$ cat src/rtl/mem_arbiter_if.sv
// mem_arbiter_if: CPU, data-break and RAM-port signal bundle for mem_arbiter
interface mem_arbiter_if #(parameter int DATA_WIDTH = 12);
  logic                  cpu_req;
  logic                  cpu_we;
  logic [2:0]            cpu_field;
  logic [11:0]           cpu_addr;
  logic [DATA_WIDTH-1:0] cpu_wdata;
  logic                  cpu_ack;
  logic [DATA_WIDTH-1:0] cpu_rdata;
  logic                  brk_req;
  logic [1:0]            brk_op;
  logic [2:0]            brk_field;
  logic [11:0]           brk_addr;
  logic [DATA_WIDTH-1:0] brk_wdata;
  logic                  brk_ack;
  logic [DATA_WIDTH-1:0] brk_rdata;
  logic                  brk_ovf;
  logic                  nxm;
  logic                  nxm_clr;
  logic [14:0]           ram_addr;
  logic [DATA_WIDTH-1:0] ram_din;
  logic                  ram_we;
  logic [DATA_WIDTH-1:0] ram_dout;
  modport master (
    output cpu_req, cpu_we, cpu_field, cpu_addr, cpu_wdata,
    output brk_req, brk_op, brk_field, brk_addr, brk_wdata, nxm_clr, ram_dout,
    input  cpu_ack, cpu_rdata, brk_ack, brk_rdata, brk_ovf, nxm, ram_addr, ram_din, ram_we
  );
  modport slave (
    input  cpu_req, cpu_we, cpu_field, cpu_addr, cpu_wdata,
    input  brk_req, brk_op, brk_field, brk_addr, brk_wdata, nxm_clr, ram_dout,
    output cpu_ack, cpu_rdata, brk_ack, brk_rdata, brk_ovf, nxm, ram_addr, ram_din, ram_we
  );
endinterface

$ cat src/rtl/mem_arbiter.sv
// mem_arbiter: shares the main-memory RAM port between the CPU and the data-break channel.
// Define DATA_BREAK_EN to build the data-break channel; otherwise the CPU is the only requester.
module mem_arbiter #(
  parameter int DATA_WIDTH  = 12,
  parameter int MAX_ADDRESS = 10239,
  parameter int BREAK_LIMIT = 4
) (
  input logic          clk,
  input logic          reset_n,
  mem_arbiter_if.slave bus
);
  typedef enum logic [2:0] {IDLE, ISSUE, RD_WAIT, INC_WR, ACK} state_t;
  localparam logic [14:0] MAX_A = 15'(MAX_ADDRESS);
  state_t                r_state, w_next;
  logic                  r_owner, r_we, r_inc, r_nxm;
  logic [14:0]           r_ram_addr;
  logic [DATA_WIDTH-1:0] r_din, r_cpu_rdata, w_rd_val;
  logic                  w_brk_win, w_grant, w_req_we, w_nxm, w_ram_we, w_cpu_ack;
  assign w_grant  = r_state == IDLE && (bus.cpu_req || w_brk_win);
  assign w_req_we = w_brk_win ? bus.brk_op == 2'b01 : bus.cpu_we;
  assign w_nxm    = r_ram_addr > MAX_A;
  assign w_rd_val = (w_nxm ? '0 : bus.ram_dout) + DATA_WIDTH'(r_inc);
  // State register
  always_ff @(posedge clk or negedge reset_n) begin
    if (!reset_n) r_state <= IDLE;
    else r_state <= w_next;
  end
  // Next-state: writes skip RD_WAIT, only increments visit INC_WR
  always_comb begin
    w_next = r_state;
    unique case (r_state)
      IDLE:    w_next = w_grant ? ISSUE : IDLE;
      ISSUE:   w_next = r_we ? ACK : RD_WAIT;
`ifdef DATA_BREAK_EN
      RD_WAIT: w_next = r_inc ? INC_WR : ACK;
      INC_WR:  w_next = ACK;
`else
      RD_WAIT: w_next = ACK;
`endif
      default: w_next = IDLE;
    endcase
  end
  // Output decode: RAM write strobe and CPU completion pulse
  always_comb begin
    w_ram_we  = (r_state == ISSUE && r_we) || r_state == INC_WR;
    w_cpu_ack = r_state == ACK && !r_owner;
  end
  // Transfer context latched at grant, read capture, sticky NXM (set beats clear)
  always_ff @(posedge clk or negedge reset_n) begin
    if (!reset_n) begin
      r_owner     <= 1'b0;
      r_we        <= 1'b0;
      r_inc       <= 1'b0;
      r_ram_addr  <= '0;
      r_din       <= '0;
      r_cpu_rdata <= '0;
      r_nxm       <= 1'b0;
    end else begin
      if (w_grant) begin
        r_owner    <= w_brk_win;
        r_we       <= w_req_we;
        r_inc      <= w_brk_win && bus.brk_op == 2'b10;
        r_ram_addr <= w_brk_win ? {bus.brk_field, bus.brk_addr} : {bus.cpu_field, bus.cpu_addr};
        if (w_req_we) r_din <= w_brk_win ? bus.brk_wdata : bus.cpu_wdata;
      end
      if (r_state == RD_WAIT && !r_owner) r_cpu_rdata <= w_rd_val;
      if (r_state == RD_WAIT && r_inc) r_din <= w_rd_val;
      r_nxm <= (r_state == ISSUE && w_nxm) || (r_nxm && !bus.nxm_clr);
    end
  end
  assign bus.ram_we    = w_ram_we;
  assign bus.ram_addr  = r_ram_addr;
  assign bus.ram_din   = r_din;
  assign bus.cpu_ack   = w_cpu_ack;
  assign bus.cpu_rdata = r_cpu_rdata;
  assign bus.nxm       = r_nxm;
`ifdef DATA_BREAK_EN
  localparam int CW = $clog2(BREAK_LIMIT + 1);
  localparam logic [CW-1:0] LIMIT = CW'(BREAK_LIMIT);
  logic [CW-1:0]         r_brk_count;
  logic [DATA_WIDTH-1:0] r_brk_rdata;
  logic                  r_ovf;
  assign w_brk_win = bus.brk_req && !(bus.cpu_req && r_brk_count == LIMIT);
  // Break side: fairness count (cannot pass LIMIT while CPU waits), read data, wrap flag
  always_ff @(posedge clk or negedge reset_n) begin
    if (!reset_n) begin
      r_brk_count <= '0;
      r_brk_rdata <= '0;
      r_ovf       <= 1'b0;
    end else begin
      if (r_state == IDLE) r_brk_count <= (bus.cpu_req && w_brk_win) ? r_brk_count + 1'b1 : '0;
      if (w_grant) r_ovf <= 1'b0;
      else if (r_state == INC_WR) r_ovf <= r_din == '0;
      if (r_state == RD_WAIT && r_owner) r_brk_rdata <= w_rd_val;
    end
  end
  assign bus.brk_ack   = r_state == ACK && r_owner;
  assign bus.brk_rdata = r_brk_rdata;
  assign bus.brk_ovf   = r_state == ACK && r_owner && r_ovf;
`else
  assign w_brk_win     = 1'b0;
  assign bus.brk_ack   = 1'b0;
  assign bus.brk_rdata = '0;
  assign bus.brk_ovf   = 1'b0;
`endif
endmodule

$ cat src/flat_wrapper.sv
// flat-port wrapper written by rule: the top's interface ports become plain ports
module mem_arbiter_flat 
#(
  parameter int DATA_WIDTH  = 12,
  parameter int MAX_ADDRESS = 10239,
  parameter int BREAK_LIMIT = 4
)
  (clk, reset_n, bus_cpu_req, bus_cpu_we, bus_cpu_field, bus_cpu_addr, bus_cpu_wdata, bus_brk_req, bus_brk_op, bus_brk_field, bus_brk_addr, bus_brk_wdata, bus_nxm_clr, bus_ram_dout, bus_cpu_ack, bus_cpu_rdata, bus_brk_ack, bus_brk_rdata, bus_brk_ovf, bus_nxm, bus_ram_addr, bus_ram_din, bus_ram_we);
  mem_arbiter_if #(.DATA_WIDTH(DATA_WIDTH)) bus_i ();
  input logic clk;
  input logic reset_n;
  input wire logic [$bits(bus_i.cpu_req)-1:0] bus_cpu_req;
  input wire logic [$bits(bus_i.cpu_we)-1:0] bus_cpu_we;
  input wire logic [$bits(bus_i.cpu_field)-1:0] bus_cpu_field;
  input wire logic [$bits(bus_i.cpu_addr)-1:0] bus_cpu_addr;
  input wire logic [$bits(bus_i.cpu_wdata)-1:0] bus_cpu_wdata;
  input wire logic [$bits(bus_i.brk_req)-1:0] bus_brk_req;
  input wire logic [$bits(bus_i.brk_op)-1:0] bus_brk_op;
  input wire logic [$bits(bus_i.brk_field)-1:0] bus_brk_field;
  input wire logic [$bits(bus_i.brk_addr)-1:0] bus_brk_addr;
  input wire logic [$bits(bus_i.brk_wdata)-1:0] bus_brk_wdata;
  input wire logic [$bits(bus_i.nxm_clr)-1:0] bus_nxm_clr;
  input wire logic [$bits(bus_i.ram_dout)-1:0] bus_ram_dout;
  output wire logic [$bits(bus_i.cpu_ack)-1:0] bus_cpu_ack;
  output wire logic [$bits(bus_i.cpu_rdata)-1:0] bus_cpu_rdata;
  output wire logic [$bits(bus_i.brk_ack)-1:0] bus_brk_ack;
  output wire logic [$bits(bus_i.brk_rdata)-1:0] bus_brk_rdata;
  output wire logic [$bits(bus_i.brk_ovf)-1:0] bus_brk_ovf;
  output wire logic [$bits(bus_i.nxm)-1:0] bus_nxm;
  output wire logic [$bits(bus_i.ram_addr)-1:0] bus_ram_addr;
  output wire logic [$bits(bus_i.ram_din)-1:0] bus_ram_din;
  output wire logic [$bits(bus_i.ram_we)-1:0] bus_ram_we;
  assign bus_i.cpu_req = bus_cpu_req;
  assign bus_i.cpu_we = bus_cpu_we;
  assign bus_i.cpu_field = bus_cpu_field;
  assign bus_i.cpu_addr = bus_cpu_addr;
  assign bus_i.cpu_wdata = bus_cpu_wdata;
  assign bus_i.brk_req = bus_brk_req;
  assign bus_i.brk_op = bus_brk_op;
  assign bus_i.brk_field = bus_brk_field;
  assign bus_i.brk_addr = bus_brk_addr;
  assign bus_i.brk_wdata = bus_brk_wdata;
  assign bus_i.nxm_clr = bus_nxm_clr;
  assign bus_i.ram_dout = bus_ram_dout;
  assign bus_cpu_ack = bus_i.cpu_ack;
  assign bus_cpu_rdata = bus_i.cpu_rdata;
  assign bus_brk_ack = bus_i.brk_ack;
  assign bus_brk_rdata = bus_i.brk_rdata;
  assign bus_brk_ovf = bus_i.brk_ovf;
  assign bus_nxm = bus_i.nxm;
  assign bus_ram_addr = bus_i.ram_addr;
  assign bus_ram_din = bus_i.ram_din;
  assign bus_ram_we = bus_i.ram_we;
  mem_arbiter #(.DATA_WIDTH(DATA_WIDTH), .MAX_ADDRESS(MAX_ADDRESS), .BREAK_LIMIT(BREAK_LIMIT)) u_core (.clk(clk), .reset_n(reset_n), .bus(bus_i));
endmodule
$ cat config.mk
export PLATFORM = sky130hd
export DESIGN_NAME = mem_arbiter_flat
export DESIGN_NICKNAME = d
export VERILOG_FILES = /design/src/rtl/mem_arbiter_if.sv /design/src/rtl/mem_arbiter.sv /design/src/flat_wrapper.sv
export SDC_FILE = /design/constraint.sdc
export NUM_CORES = 1
export LEC_CHECK = 0
export BUFFER_PORTS_ARGS = -buffer_cell sky130_fd_sc_hd__buf_2
export CAP_MARGIN = 20
export CORE_ASPECT_RATIO = 0.75
export CORE_UTILIZATION = 41
export CTS_CLUSTER_SIZE = 10
export DETAILED_ROUTE_END_ITERATION = 12
export PLACE_DENSITY = 0.9
export SYNTH_ARGS = -nofsm -noshare
export SYNTH_HDL_FRONTEND = slang
export SYNTH_SLANG_ARGS = --single-unit
$ cat constraint.sdc
create_clock -name clk -period 2.4 [get_ports clk]
set_input_delay 0.48 -clock clk [delete_from_list [all_inputs] [get_ports clk]]
set_output_delay 0.48 -clock clk [all_outputs]
set_load 0.01 [all_outputs]
Word-level counts from Yosys, hierarchy flattened
Cells that the tools add are included.

storage, ports and cells
  flip-flop bits (word level) = 44
  bits of input ports = 74
  word-level logic and storage cells = 26

cells by class
  $lt $le $gt $ge = 1
  eq/ne operators = 4
  muxes and demuxes = 6
  reduce and logical (&&, ||, !) cells = 9

operators with widths
  cell                  count
  $mux 12               3
  $gt 15x14->1 const B  1
  $pmux 3 s3            1
  $eq 3x2->1 const B    2
  $logic_and 1x1->1     4
  $eq 3x1->1 const B    1
  $eq 3x3->1 const B    1
  $logic_not 3->1       1
  $mux 3                1
  $logic_or 1x1->1      2
  $reduce_and 2->1      1
  $logic_not 1->1       1
  $mux 1                1

Logic depth before layout (Yosys ltp)
Gate-level depths: netlist of run 1.

  word-level depth = 4
  gate-level depth with buffers = 5
  depth with buffers taken out = 3

Worst setup path before layout of run 1
OpenSTA, ideal clock, no wires.

  kind = flip-flop to flip-flop
  start point = register u_core.r_state[1]
  end point = register u_core.r_ram_addr[10], in the netlist u_core.bus.ram_addr[10]
  library setup time = 125 ps
  arrival = 1570 ps
  required time = 2275 ps
  setup slack = 705 ps
  stages on the path, launching flop included = 5
  buffers on the path = 2
  clock period less this slack = 1695 ps
  cell sequence = dfrtp_1 -> buf_2 -> nor4b_4 -> buf_4 -> mux2_2

on the way
  cells in the longest elaborated chain, start to end = 2

RTL lines
  item                      line               RTL
  start: declaration        mem_arbiter.sv:14  state_t r_state, w_next;
  start signal: assignment  mem_arbiter.sv:26  else r_state <= w_next;
  $logic_not 3->1           mem_arbiter.sv:19  assign w_grant = r_state == IDLE && (bus.cpu_req || w_brk_win);
  $logic_and 1x1->1         mem_arbiter.sv:19
  end signal: assignment    mem_arbiter.sv:63  r_ram_addr <= w_brk_win ? {bus.brk_field, bus.brk_addr} : {bus.cpu_field, bus.cpu_addr};
  end: declaration          mem_arbiter.sv:16  logic [14:0] r_ram_addr;

Every way passes these cells.
A chain may end at the register's enable or synchronous reset.

Final worst setup path of run 1
  start point = register u_core.r_state[0]
  end point = register u_core.r_ram_addr[4], in the netlist u_core.bus.ram_addr[4]

Same word-level chain as after synthesis.

==> impl_metrics.tcl, run 1 <==
set metrics [dict create \
    num_vias 1278 \
    placed_area_mm2 0.00229 \
    cts_tree "done" \
    cts.repair.resized 0 \
    grt_pass1_vias 1242 \
    core_area_mm2 0.00420 \
    ctsHtreeMaxLevel 2 \
    status "complete, no violations" \
    critical_path_required_ns 2.57 \
    clkTransAtPathRegs_ns 0.08 \
    clock_latency_ns 0.28 \
    ant_nets 0 \
    whs_ns 0.119 \
    fp.dieW_um 79.9 \
    via_per_inst 4.56 \
    stdcell_count 280 \
    hp-class "input pin to async pin" \
    clockRootBuffer "clkbuf_8" \
    layout_common_cells "85 x buf_2, 44 x dfrtp_1, 18 x mux2_2" \
    cts_hold_buf 0 \
    cts.sinks 44 \
    n_fill_cell 369 \
    ir_worst_vdd_mv 0.669 \
    grt_antenna_before_repair 0 \
    grtUsageTotal 0.155 \
    reg2reg_slack_ns 0.57 \
    port_buffers 85 \
    cap_violations 0 \
    drt_first_pass_iters 4 \
    worstMarginPinSlew_ns 0.579 \
    tns_ns 0 \
    cts_setup_buffers 0 \
    grt_pass1_wl_um 5510 \
    drc 0 \
    end_kind "flip-flop" \
    maxSlewViolCount 0 \
    grt_max_degree 26 \
    crit_fanout 12 \
    die_h_um 60.4 \
    crit_path_max_incr_delay_ns 0.58 \
    dieArea_mm2 0.00482 \
    yosys_warnings 0 \
    dp_hpwl_um 2640 \
    fin_skew_ns 0.00501 \
    powerDensity_mw_per_mm2 1300 \
    wl_per_cell_um 12.3 \
    rsz0062_at_grt "no" \
    slew-limit-headroom 0.613 \
    final_area_mm2 0.00240 \
    slowest_stage "nor4b_4" \
    ios 130 \
    syn_area_mm2 0.00186 \
    rows 20 \
    place_congestion 0.682 \
    hold_viol 0 \
    drive_above_1_share 0.551 \
    final_nets 298 \
    grt.overflow.total 0 \
    ys_seq_elements 44 \
    timing.final.setup_violations 0 \
    cts.path.max_buffers 2 \
    drt_wl_total_um 3460 \
    placedCellCount 272 \
    power_mw 3.11 \
    synthCells 136 \
    critPathBufInv 1 \
    ys_seq_area_frac 0.591 \
    yosysUniqueCellTypes 22 \
    areaGrowthSynthToFinish_pct 28.6 \
    crit_family "simple AND/OR/NAND/NOR gates" \
    seq_area_mm2 0.00110 \
    fmax_mhz 547 \
    crit_type "flip-flop to flip-flop" \
    insertedDiodeCount 0 \
    cp_cell_sequence "nor4b_4 > buf_4 > mux2_2" \
    p_leak_nw 1.25 \
    layout_commonest_cell "buf_2" \
    multi_input_area_um2 664 \
    finalCritPeriodShare 0.761 \
    critPathArrivalTime_ns 2.00 \
    startpoint_type "flip-flop" \
    period_minus_slack_ns 1.83 \
    initial_core_util 0.443 \
    numCtsBuffers 5 \
    synth.avg_cell_area_um2 13.7 \
    dr.first_iter.drc_count 36 \
]
-- worst paths after layout --
| check | start | to | depth (start not counted) |
|---|---|---|---|
| worst max-delay path | u_core.r_state[0] | u_core.bus.ram_addr[4] | 3 |
| worst min-delay path | reset_n | u_core.bus.ram_addr[5] | 1 |
| worst max register to register | u_core.r_state[0] | u_core.bus.ram_addr[4] | 3 |
| worst min register to register | u_core.bus.cpu_rdata[9] | u_core.bus.cpu_rdata[9] | 1 |
| max in group asynchronous | reset_n | u_core.bus.cpu_rdata[3] | 2 |
| min in group clk | bus_cpu_addr[1] | u_core.bus.ram_addr[1] | 2 |
-- per-layer routing --
| metal | track usage | part of all wire |
|---|---|---|
| met5 | 0 | 0 |
| met4 | 0.0459 | 0.0049 |
| met3 | 0.0436 | 0.071 |
| met2 | 0.283 | 0.49 |
| met1 | 0.183 | 0.44 |
-- synth_stat cells --
master | n | area share
o2bb2ai_1 | 12 | 0.056
a21oi_1 | 1 | 0.0027
dfrtp_1 | 44 | 0.59
buf_1 | 1 | 0.0020
buf_4 | 15 | 0.060
o21ai_0 | 2 | 0.0054
nor2_1 | 4 | 0.0081
nand3b_1 | 1 | 0.0040
nor3b_1 | 2 | 0.0081
nand2_4 | 1 | 0.0060
clkbuf_1 | 2 | 0.0040
nand2_1 | 13 | 0.026
nor4b_4 | 1 | 0.013
buf_2 | 1 | 0.0027
mux2_4 | 9 | 0.072
a22o_1 | 1 | 0.0047
inv_1 | 2 | 0.0040
conb_1 | 1 | 0.0020
buf_6 | 1 | 0.0060
nor3_1 | 1 | 0.0027
mux2_2 | 18 | 0.11
nand2b_1 | 3 | 0.010
-- area by class of cell --
class | count | share of cell area
Sequential cell | 44 | 0.459
Tap cell | 55 | 0.0287
Clock buffer | 6 | 0.0303
Clock inverter | 2 | 0.0146
Multi-Input combinational cell | 83 | 0.277
Timing Repair Buffer | 88 | 0.187
Inverter | 2 | 0.00313
-- through the flow --
stage           util  setup slack [ns]
2_1_floorplan      -             0.705
3_3_place_gp   0.545             0.599
3_5_place_dp   0.545             0.555
4_1_cts        0.570             0.554
5_1_grt        0.570             0.470
6_report       0.570             0.573
-- state kept, by name (all words and copies together), names as in the netlist --
name / count
u_core.bus.cpu_rdata: 12
u_core.r_we: 1
u_core.bus.ram_addr: 15
u_core.bus.ram_din: 12
u_core.r_state: 3
u_core.bus.nxm: 1
-- power breakdown --
group | leakage (nW) | switching [mW] | internal, mW | total, mW
combinational | 0.649 | 0.596 | 0.660 | 1.26
sequential | 0.542 | 0.214 | 1.09 | 1.31
clock | 0.0552 | 0.235 | 0.309 | 0.544
total | 1.25 | 1.05 | 2.06 | 3.11
-- cell families (layout without fill, tap and decap cells) --
family,after synthesis,after routing,synth area share
other,1,14,0.00201
buffers and inverters,22,98,0.0792
multiplexers,27,27,0.181
AO/OA/AOI/OAI,16,16,0.0691
AND/OR/NAND/NOR,26,26,0.0778
flip-flops,44,44,0.591
No activity file was read; power rests on OpenSTA's default activity.
==> run 2: changes to the inputs <==
Settings changed: ABC_AREA from default to 1, CORE_UTILIZATION 41 to 38, PLACE_DENSITY 0.9 to 0.86.
Clock period 2.4 ns to 1.5 ns, I/O delays scaled along.
==> impl_metrics.tcl, run 2 <==
set metrics [dict create \
    status "complete, no violations" \
    largest_register_ff_count 15 \
    power.internal_mw 2.93 \
    crit_end "bus_cpu_ack" \
    grt_pass1_wl_um 6730 \
    dieArea_mm2 0.00549 \
    synthArstFlopShare 1.00 \
    final_area_mm2 0.00251 \
    finalCritPeriodShare 0.918 \
    rr_worst_depth 5 \
    clock_latency_ns 0.28 \
    rows 22 \
    synthTopCellsByCount "109 x nand2_1, 44 x dfrtp_1, 20 x nor2_1, 18 x inv_1, 15 x buf_4" \
    r2r-start "u_core.r_state[2]" \
    p_leak_nw 1.54 \
    die_h_um 64.4 \
    ir_worst_vdd_mv 0.844 \
    place_congestion 0.713 \
    end_kind "output pin" \
    grt_antenna_before_repair 0 \
    areaGrowthSynthToFinish_pct 27.1 \
    cts_tree "done" \
    cts_setup_buffers 0 \
    critical_path_required_ns 1.20 \
    clkTransAtPathRegs_ns 0.07 \
    ios 130 \
    syn_area_mm2 0.00197 \
    layout_commonest_cell "nand2_1" \
    fin_skew_ns 0.00426 \
    numCtsBuffers 5 \
    via_per_inst 4.34 \
    rsz0062_at_grt "no" \
    layout_common_cells "109 x nand2_1, 85 x buf_2, 44 x dfrtp_1" \
    dp_hpwl_um 2900 \
    r2r_end "u_core.bus.cpu_rdata[8]" \
    clockRootBuffer "clkbuf_8" \
    yosysUniqueCellTypes 18 \
    startpoint_type "flip-flop" \
    hold_viol 0 \
    ys_seq_elements 44 \
    synth.most_common_cell "nand2_1" \
    synth.avg_cell_area_um2 8.33 \
    fp.dieW_um 85.2 \
    timing.final.setup_violations 0 \
    initial_core_util 0.398 \
    ys.flop_type "dfrtp_1" \
    final_nets 398 \
    port_buffers 85 \
    ys_seq_area_frac 0.558 \
    grt_max_degree 27 \
    drive_above_1_share 0.315 \
    ys_top_cells_by_area "dfrtp_1 56%, nand2_1 21%, buf_4 5.7%" \
    grtUsageTotal 0.155 \
    drc 0 \
    synth_edf_count 0 \
    min-delay-start "bus_cpu_field[2]" \
    period_minus_slack_ns 1.38 \
    placed_area_mm2 0.00240 \
    synth_top_area_share 0.558 \
    num_vias 1667 \
    core_area_mm2 0.00495 \
    cts.path.max_buffers 2 \
    hp-class "input pin to flip-flop" \
    critPathArrivalTime_ns 1.08 \
    cts.sinks 44 \
    cap_violations 0 \
    p_sw_frac 0.389 \
    yosys_warnings 0 \
    drt_wl_total_um 3930 \
    crit_fanout 5 \
    pwr-share-clk 0.158 \
    synthCells 237 \
    drt_first_pass_iters 4 \
    dr.first_iter.drc_count 37 \
    grt.overflow.total 0 \
    yosysTopAreaCell "dfrtp_1" \
    seq_power_share 0.429 \
    ctsHtreeMaxLevel 2 \
    startpoint "u_core.r_state[1]" \
    wl_per_cell_um 10.2 \
    maxSlewViolCount 0 \
    crit_type "flip-flop to output pin" \
    power_frac_comb 0.413 \
    insertedDiodeCount 0 \
    p_sw_mw 1.87 \
    tns_ns 0 \
    powerDensity_mw_per_mm2 1920 \
    ant_nets 0 \
    reg2reg_slack_ns 0.29 \
    grt_pass1_vias 1538 \
    fmax_mhz 726 \
]
==> run 2: cell count changes in the layout (fill, tap and decap cells not counted), sizes merged, moves of 12 or more <==
cell and change:
nor2 +18, nand2 +97, inv +17, o2bb2ai -12
mux2 -27, nand4 +12
==> run 2: area by class of cell <==
cell class / instances / area [um2]
sequential: 44 / 1100
clock buffer: 7 / 96.3
timing repair buffer: 90 / 478
multi-input combinational: 164 / 684
inverter: 19 / 73.8
fill: 496 / 2450
tap: 60 / 75.1
==> run 2: cell families after synthesis <==
logic type / share of synthesized area
other: 0.00190
and+or+nand+nor: 0.311
buffers and inverters: 0.120
AOI/OAI and AO/OA: 0.00887
DFF: 0.558
==> run 2: metal layers <==
layer	GRT usage	vias to the layer above	share of wire
met2	0.264	57	0.46
met4	0.0381	0	0
met1	0.196	747	0.47
li1	-	863	-
met3	0.0446	0	0.063
met5	0	-	0
==> run 2: timing repair <==
item | 4_1_cts | 5_1_grt
hold buffers | 1 | 0
endpoints found under the hold margin | 18 | 0
setup endpoints to repair | 0 | 0
resized for setup | 0 | 0
==> run 2: power groups by stage <==
stage	logic (mW)	clock network, mW	registers [mW]
2_1_floorplan	1.01	0	2.31
3_3_place_gp	1.97	0	2.06
3_5_place_dp	2.03	0	2.07
4_1_cts	2.02	0.805	2.06
5_1_grt	2.27	0.868	2.13
6_report	1.99	0.760	2.06
==> run 2: worst min path at each step <==
stage | end | slack (ns) | cells after the start
6_report | u_core.bus.ram_addr[14] | 0.21 | 3
5_1_grt | u_core.bus.ram_addr[7] | 0.20 | 3
4_1_cts | u_core.bus.ram_addr[5] | 0.19 | 3
3_5_place_dp | u_core.bus.ram_din[11] | 0.28 | 1
3_3_place_gp | u_core.bus.ram_din[7] | 0.28 | 1
2_1_floorplan | u_core.bus.cpu_rdata[0] | 0.004 | 0
==> run 2: critical path: stages, from the launching register on <==
cell	delay, ns
dfrtp_1	0.45
nor3_1	0.18
buf_2	0.16
==> run 2: metrics by stage <==
stage	instances	setup slack (ns)	power [mW]	hold slack, ns	utilization
global route	384	0.00571	5.27	0.195	0.506
detailed placement	376	0.291	4.09	0.281	0.485
finish	384	0.123	4.80	0.205	0.506
CTS	384	0.0975	4.89	0.194	0.506
global placement	376	0.328	4.03	0.276	0.485
floorplan	250	0.423	3.32	0.00441	-
==> run 3: changes to the inputs <==
Settings changed: PLACE_DENSITY 0.86 to 0.84.
==> impl_metrics.tcl, run 3 (synthesized netlist as in run 2, its figures left out) <==
set metrics [dict create \
    largest_register_ff_count 15 \
    ir_worst_vdd_mv 0.818 \
    tns_ns 0 \
    n_fill_cell 484 \
    finalCritPeriodShare 0.924 \
    ios 130 \
    numCtsBuffers 5 \
    pwr-share-clk 0.146 \
    startpoint_type "flip-flop" \
    clockRootBuffer "clkbuf_8" \
    r2r-start "u_core.r_state[1]" \
    dieArea_mm2 0.00549 \
    cts.sinks 44 \
    drive_above_1_share 0.318 \
    fp.dieW_um 85.2 \
    ant_nets 0 \
    grtUsageTotal 0.158 \
    port_buffers 85 \
    grt.overflow.total 0 \
    die_h_um 64.4 \
    stdcell_count 384 \
    reg2reg_slack_ns 0.28 \
    rr_worst_depth 4 \
    grt_max_degree 45 \
    powerDensity_mw_per_mm2 1920 \
    insertedDiodeCount 0 \
    rows 22 \
    areaGrowthSynthToFinish_pct 26.4 \
    fmax_mhz 722 \
    cts_setup_buffers 0 \
    crit_fanout 3 \
    critPathArrivalTime_ns 1.09 \
    cts_tree "done" \
    seq_power_share 0.432 \
    crit_end "bus_ram_we" \
    final_nets 398 \
    drt_first_pass_iters 4 \
    crit_path_max_incr_delay_ns 0.43 \
    grt_pass1_vias 1457 \
    via_per_inst 4.39 \
    ctsHtreeMaxLevel 2 \
    layout_commonest_cell "nand2_1" \
    num_vias 1687 \
    status "complete, no violations" \
    layout_common_cells "109 x nand2_1, 85 x buf_2, 44 x dfrtp_1" \
    whs_ns 0.202 \
    r2r_end "u_core.bus.ram_din[11]" \
    post-route-util 0.504 \
    period_minus_slack_ns 1.39 \
    dr.first_iter.drc_count 65 \
    end_kind "output pin" \
    place_congestion 0.720 \
    wl_per_cell_um 10.8 \
    drt_wl_total_um 4140 \
    fin_skew_ns 0.00506 \
    core_area_mm2 0.00495 \
    timing.final.setup_violations 0 \
    critical_path_required_ns 1.20 \
    placedCellCount 376 \
    cap_violations 0 \
    placed_area_mm2 0.00240 \
    p_sw_frac 0.406 \
    clock_latency_ns 0.29 \
    cts.path.max_buffers 2 \
    crit_type "flip-flop to output pin" \
    maxSlewViolCount 0 \
    power.internal_mw 2.84 \
    dp_hpwl_um 2880 \
    startpoint "u_core.r_state[2]" \
    drc 0 \
    grt_pass1_wl_um 6710 \
    power_frac_comb 0.422 \
    hold_viol 0 \
    rsz0062_at_grt "no" \
    p_sw_mw 1.94 \
    initial_core_util 0.398 \
    final_area_mm2 0.00249 \
    grt_antenna_before_repair 0 \
    slowest_stage "dfrtp_1" \
    cp_cell_sequence "inv_2 > nand2_1 > nor2_1 > buf_2" \
    clkTransAtPathRegs_ns 0.08 \
    hp-class "input pin to flip-flop" \
    p_leak_nw 1.54 \
]
## run 3: cell count changes in the layout (fill, tap and decap cells not counted), sizes merged
cell,delta
clkinv,+1
clkbuf,-1
## run 3: timing repair
action                                 4_1_cts  5_1_grt
gates resized for setup                      0        2
setup endpoints to repair                    0        1
endpoints found under the hold margin       44        0
hold buffers                                 1        0
## run 3: routing by layer
metal / GRT usage / vias up / routed length [um]
li1: - / 866 / -
met1: 0.216 / 744 / 2020
met2: 0.245 / 75 / 1810
met3: 0.0446 / 2 / 298
met4: 0.0508 / 0 / 18
met5: 0 / - / 0
## run 3: through the flow
stage	setup slack, ns	total power, mW
final	0.115	4.79
after global routing	0.0202	5.20
after CTS	0.0705	4.83
after detailed placement	0.273	4.12
after global placement	0.331	4.04
after floorplan	0.423	3.32
## run 3: worst min path at each step
| stage | start | end | slack (ns) | cells past startpoint |
|---|---|---|---|---|
| 2_1_floorplan | reset_n | u_core.bus.cpu_rdata[0] | 0.004 | 0 |
| 3_3_place_gp | reset_n | u_core.bus.cpu_rdata[7] | 0.29 | 2 |
| 3_5_place_dp | reset_n | u_core.bus.cpu_rdata[7] | 0.30 | 2 |
| 4_1_cts | bus_cpu_addr[1] | u_core.bus.ram_addr[1] | 0.20 | 3 |
| 5_1_grt | bus_cpu_addr[1] | u_core.bus.ram_addr[1] | 0.20 | 3 |
| 6_report | bus_cpu_addr[1] | u_core.bus.ram_addr[1] | 0.20 | 3 |
## run 3: layout make-up
cell class / instances / area, um2 / area share
clock buffers: 6 / 72.6 / 0.0291
inverters: 19 / 73.8 / 0.0296
flip-flops and latches: 44 / 1100 / 0.441
repair buffers: 90 / 478 / 0.192
well taps: 60 / 75.1 / 0.0301
multi-input cells: 164 / 689 / 0.276
clock inverters: 1 / 5.00 / 0.00201
## run 3: power groups by stage
stage                     Sequential (mW)  Clock [mW]  Combinational [mW]
after global routing                 2.13       0.784                2.29
after floorplan                      2.31           0                1.01
after CTS                            2.06       0.720                2.05
after detailed placement             2.07           0                2.05
final                                2.07       0.698                2.02
after global placement               2.06           0                1.98
## run 3: worst max-delay path, delay by kind of cell, from the launching register on
kind,cells,cell delay [ns]
buffers and inverters,2,0.22
DFF,1,0.43
and+or+nand+nor,2,0.14
